==> src/rtl/mips_hazard_pkg.sv <==
// mips_hazard_pkg: shared types and constants for the ID-stage hazard controller
package mips_hazard_pkg;
    typedef enum logic {
        IDLE     = 1'b0,
        RESERVED = 1'b1
    } rsv_state_e;
    localparam int REG_ZERO    = 0;
    localparam int DEF_DATA_W  = 32;
    localparam int DEF_REG_AW  = 5;
    localparam int DEF_NUM_FWD = 2;
    localparam int DEF_MD_LAT  = 4;
    localparam int DEF_CNT_W   = 32;
endpackage

==> src/rtl/fwd_select.sv <==
// fwd_select: priority forwarding mux and not-ready flag for one operand
module fwd_select
    import mips_hazard_pkg::*;
#(
    parameter int DATA_W  = DEF_DATA_W,
    parameter int REG_AW  = DEF_REG_AW,
    parameter int NUM_FWD = DEF_NUM_FWD
) (
    input  logic [REG_AW-1:0]         addr,
    input  logic                      reads,
    input  logic [DATA_W-1:0]         rf_data,
    input  logic [NUM_FWD-1:0]        fwd_we,
    input  logic [NUM_FWD*REG_AW-1:0] fwd_addr,
    input  logic [NUM_FWD*DATA_W-1:0] fwd_data,
    input  logic [NUM_FWD-1:0]        fwd_ready,
    output logic [DATA_W-1:0]         data,
    output logic                      hazard
);
    // walk oldest to youngest so the youngest matching stage overrides
    always_comb begin
        data   = rf_data;
        hazard = 1'b0;
        for (int i = NUM_FWD - 1; i >= 0; i--) begin
            if (fwd_we[i] && fwd_addr[i*REG_AW +: REG_AW] == addr && addr != REG_AW'(REG_ZERO)) begin
                data   = fwd_data[i*DATA_W +: DATA_W];
                hazard = reads & ~fwd_ready[i];
            end
        end
    end
endmodule

==> src/rtl/hazard_ctrl.sv <==
// hazard_ctrl: ID-stage forwarding, stall, mul/div busy and LL/SC reservation control
module hazard_ctrl
    import mips_hazard_pkg::*;
#(
    parameter int DATA_W  = DEF_DATA_W,
    parameter int REG_AW  = DEF_REG_AW,
    parameter int NUM_FWD = DEF_NUM_FWD,
    parameter int MD_LAT  = DEF_MD_LAT,
    parameter int CNT_W   = DEF_CNT_W
) (
    input  logic                      clk,
    input  logic                      rst_n,
    input  logic                      id_valid,
    input  logic [REG_AW-1:0]         id_rs_addr,
    input  logic [REG_AW-1:0]         id_rt_addr,
    input  logic                      id_reads_rs,
    input  logic                      id_reads_rt,
    input  logic [DATA_W-1:0]         rf_rs_data,
    input  logic [DATA_W-1:0]         rf_rt_data,
    input  logic                      id_is_md,
    input  logic                      id_reads_hilo,
    input  logic                      id_is_ll,
    input  logic                      id_is_sc,
    input  logic                      id_is_store,
    input  logic                      flush,
    input  logic [NUM_FWD-1:0]        fwd_we,
    input  logic [NUM_FWD*REG_AW-1:0] fwd_addr,
    input  logic [NUM_FWD*DATA_W-1:0] fwd_data,
    input  logic [NUM_FWD-1:0]        fwd_ready,
    output logic [DATA_W-1:0]         rs_data,
    output logic [DATA_W-1:0]         rt_data,
    output logic                      stall,
    output logic                      md_busy,
    output logic                      atomic,
    output logic                      sc_mask,
    output logic [CNT_W-1:0]          stall_cycles
);
    localparam int MD_W = $clog2(MD_LAT + 1);

    logic [MD_W-1:0] md_cnt;
    rsv_state_e      state, state_n;
    logic            rs_haz, rt_haz, issue;

    fwd_select #(.DATA_W(DATA_W), .REG_AW(REG_AW), .NUM_FWD(NUM_FWD)) u_rs (
        .addr(id_rs_addr), .reads(id_reads_rs), .rf_data(rf_rs_data),
        .fwd_we(fwd_we), .fwd_addr(fwd_addr), .fwd_data(fwd_data), .fwd_ready(fwd_ready),
        .data(rs_data), .hazard(rs_haz)
    );

    fwd_select #(.DATA_W(DATA_W), .REG_AW(REG_AW), .NUM_FWD(NUM_FWD)) u_rt (
        .addr(id_rt_addr), .reads(id_reads_rt), .rf_data(rf_rt_data),
        .fwd_we(fwd_we), .fwd_addr(fwd_addr), .fwd_data(fwd_data), .fwd_ready(fwd_ready),
        .data(rt_data), .hazard(rt_haz)
    );

    assign md_busy = md_cnt != '0;
    assign stall   = id_valid & ~flush & (rs_haz | rt_haz | (md_busy & (id_is_md | id_reads_hilo)));
    assign issue   = id_valid & ~stall & ~flush;
    assign atomic  = state == RESERVED;
    assign sc_mask = id_valid & id_is_sc & ~atomic;

    // HI/LO occupancy countdown and saturating stall counter; flush does not cancel a running mul/div
    always_ff @(posedge clk or negedge rst_n) begin
        if (!rst_n) begin
            md_cnt       <= '0;
            stall_cycles <= '0;
        end else begin
            if (issue && id_is_md) md_cnt <= MD_W'(MD_LAT);
            else if (md_busy)      md_cnt <= md_cnt - MD_W'(1);
            if (stall && !(&stall_cycles)) stall_cycles <= stall_cycles + CNT_W'(1);
        end
    end

    // reservation state register
    always_ff @(posedge clk or negedge rst_n) begin
        if (!rst_n) state <= IDLE;
        else        state <= state_n;
    end

    // reservation next state: flush wins, then issued LL sets, issued SC or store clears
    always_comb begin
        state_n = state;
        if (flush)                                 state_n = IDLE;
        else if (issue && id_is_ll)                state_n = RESERVED;
        else if (issue && (id_is_sc || id_is_store)) state_n = IDLE;
    end
endmodule

==> config.mk <==
export PLATFORM = sky130hd
export DESIGN_NAME = hazard_ctrl
export DESIGN_NICKNAME = d
export VERILOG_FILES = /design/src/rtl/mips_hazard_pkg.sv /design/src/rtl/fwd_select.sv /design/src/rtl/hazard_ctrl.sv
export SDC_FILE = /design/constraint.sdc
export NUM_CORES = 1
export LEC_CHECK = 0
export CAP_MARGIN = 20
export CORE_MARGIN = 3
export CORE_UTILIZATION = 35
export CTS_CLUSTER_SIZE = 14
export DETAILED_ROUTE_END_ITERATION = 10
export HOLD_SLACK_MARGIN = 0.06
export PLACE_DENSITY = 0.82
export SLEW_MARGIN = 20
export SYNTH_ARGS = -nofsm -noshare
export SYNTH_HDL_FRONTEND = slang
export SYNTH_SLANG_ARGS = --single-unit
==> constraint.sdc <==
create_clock -name clk -period 3.2 [get_ports clk]
set_input_delay 0.48 -clock clk [delete_from_list [all_inputs] [get_ports clk]]
set_output_delay 0.48 -clock clk [all_outputs]
set_load 0.02 [all_outputs]
==> out/qor.txt <==
status -> completed
Buf/Inv on CP -> 4
area growth from synthesis to layout -> 88.22%
Setup violations, final -> 0
final WL -> 17,330 um
Final Power -> 1.926 mW
Avg Cell Area, Syn -> 8.129 sq um
fin. max-slew vios -> 0
hold_sp -> stall_cycles[11]$_DFFE_PN0P_
Root Buffer -> clkbuf_8
clk_skew -> 0.006737 ns
Seq/Total Area, Yosys -> 25.02%
Clk Latency, worst-skew pair -> 0.30 ns
input/output buffers -> 262
Critical Path Max Stage Delay -> 0.55 ns
critical path's top delay family -> buffers and inverters
R2R Path End -> stall_cycles[31]$_DFFE_PN0P_
fin crit share -> 98.18%
WP data arrival -> 2.66 ns
Slew HR -> 54.57%
ranking of synthesized cells by area -> dfrtp_1, mux2i_1, o21ai_0, nand2_1, xor2_1
fillcell total -> 815
Netlist cell types -> 42
DIE HEIGHT -> 107.4 um
GRT Overall Usage -> 28.59%
Synth top area share -> 25.02%
Post-Layout Cell Count -> 888
Routed wire per std cell -> 19.52 um
Ys Warns -> 0
RSZ-0062 raised after global routing -> true
first-pass GRT wire length -> 25,340 um
routed via count -> 4,664
Gate Count Post-Synth -> 443
vias in the first global route -> 4,575
worst r2r path cells -> 8
most frequent cells in the layout -> clkdlybuf4s50_1, nand2_1, buf_4, mux2i_1, o21ai_0
Hold Path Class -> reg -> reg
cts hold-fix bufs -> 0
R2R setup slack -> 0.59 ns
core area -> 9910 sq um
leading area contributor after synthesis -> dfrtp_1
Starting DRT DRC Count -> 245
Worst-Margin Slew -> 0.6753 ns
DRC viols -> 0
Crit Path Max Fanout -> 5
antenna-violating nets left -> 0
Reg clk slew, reported paths -> 0.07 ns
utilization after layout -> 68.40%
maxcap violations -> 0
worst r2r src -> stall_cycles[20]$_DFFE_PN0P_
CP max-delay cell -> or4_4
I/O pin count -> 263
commonest non-fill, non-tap cell in the layout -> clkdlybuf4s50_1
row count -> 36
largest net degree at the start of global routing -> 37
gp weighted congestion -> 0.9305
Leakage -> 2.724 nW
CTS Buf Count -> 5
Starting Density -> 36.34%
router iterations before antenna repair -> 5
fin nets -> 917
FMAX -> 0.3183 GHz
TNS Setup -> 0 ns
CTS H-tree lvls -> 2
die width -> 107.4 um
Worst EP required -> 2.72 ns
Final Hold Vio Count -> 0
peak supply drop -> 0.3066 mV
worst setup margin -> 0.05821 ns
critical path class -> in -> out
initial antenna violation count -> 4
Synth Register Bits -> 36
hold_ws -> 0.5011 ns
WHS Path Cells -> 1
hpwl dp -> 14,580 um
die area -> 11,540 sq um
Min-Delay Endpoint -> stall_cycles[11]$_DFFE_PN0P_
clock sinks -> 36
clock tree buffer depth -> 2
mapped cell area -> 3601 sq um
Final min period -> 3.142 ns
vias per cell -> 5.252
placed inst area -> 6748 sq um
pwr/cell area -> 284.2 nW/um^2
crit path cell chain -> dlygate4sd2_1 -> or4_4 -> o211ai_1 -> nor3_2 -> buf_6 -> buf_4 -> mux2i_1 -> o21ai_0 -> clkdlybuf4s15_1
Placement Setup Slack -> -0.6111 ns
TritonCTS clock tree -> done
placed cells -> 867
global route overflow -> 0
Syn Nets -> 609
CP Capture Type -> output pin
fin area -> 6778 sq um
layout cell share with drive strength beyond 1 -> 21.94%
CP startpoint kind -> input pin
cell type report:
cell class              instances  area (sq um)  share of cell area, %
inverters                       5         18.77                 0.2769
flip-flops and latches         36         900.9                  13.29
well taps                     133         166.4                  2.455
clock inverters                 3         42.54                 0.6277
repair buffers                330          2953                  43.57
multi-input cells             373          2620                  38.66
diodes                          3         7.507                 0.1108
clock buffers                   5         68.82                  1.015
what timing repair did:
item | CTS | global route
pin swaps | 7 | 3
gates resized for setup | 283 | 12
endpoints found under the setup margin | 65 | 26
buffers inserted | 8 | 3
metal layers:
layer	global-route usage [%]	wire [um]	up-vias
met1	34.28	6639	2207
met4	9.829	612	2
met5	0	13	-
met3	9.478	1536	38
met2	47.94	8529	213
li1	-	-	2204
logic make-up after synthesis:
family / count (synthesis) / synth area share (%)
buffers and inverters: 34 / 4.169
and+or+nand+nor: 175 / 26.41
xor gates and xnor gates: 51 / 12.40
AOI/OAI and AO/OA: 78 / 12.58
DFF: 36 / 25.02
muxes: 66 / 18.38
adders and majority gates: 3 / 1.043
flip-flops by register name (all words and copies together), names as in the netlist:
register      cells
atomic            1
md_cnt            3
stall_cycles     32
worst max path at each step:
stage,start,end,slack (ns),depth (start not counted)
after floorplan,id_rs_addr[1],rs_data[10],0.37,6
after global placement,id_rt_addr[3],rt_data[28],-0.57,8
after detailed placement,id_rs_addr[2],rs_data[16],-0.61,9
after CTS,id_rt_addr[1],rt_data[14],0.002,11
after global routing,id_rt_addr[0],rt_data[14],-0.02,11
final,id_rs_addr[3],rs_data[3],0.06,9
synth_stat cells:
cell       count
nand3b_1       1
a211oi_4       1
nor4_2        11
a2111oi_2      1
nor4b_1        1
o21ai_0       65
nand4b_1       2
nor4_1         3
buf_2          3
nand2b_1       3
a32o_1         1
a211oi_1       1
nand2_1       75
clkbuf_1      22
mux2i_1       65
o211a_1        1
or3_1          4
a311o_1        1
buf_6          1
a211o_1        1
or4_1          2
ha_1           3
o21a_2         1
nand3_1       20
nand4_1        9
or2_2          2
xor2_1        29
nor3_1        15
and4_1         3
buf_8          1
dfrtp_1       36
inv_1          5
xnor2_1       22
nor2b_1        4
o211ai_1       4
nor2_1        14
or4_4          1
nor4_4         2
and3_1         3
buf_1          2
mux2_2         1
o21a_1         1
worst reg2reg max path: cells and delay by family, from the launching register on:
| kind | cells | cell delay (ns) |
|---|---|---|
| XOR/XNOR | 1 | 0.17 |
| buffers and inverters | 1 | 0.23 |
| flip-flops | 1 | 0.47 |
| AND/OR/NAND/NOR | 6 | 1.63 |
power by group:
part | switching [mW] | internal [mW]
Combinational | 0.484 | 0.476
Clock | 0.174 | 0.230
Sequential | 0.0540 | 0.507
No activity file was read; power rests on OpenSTA's default activity.
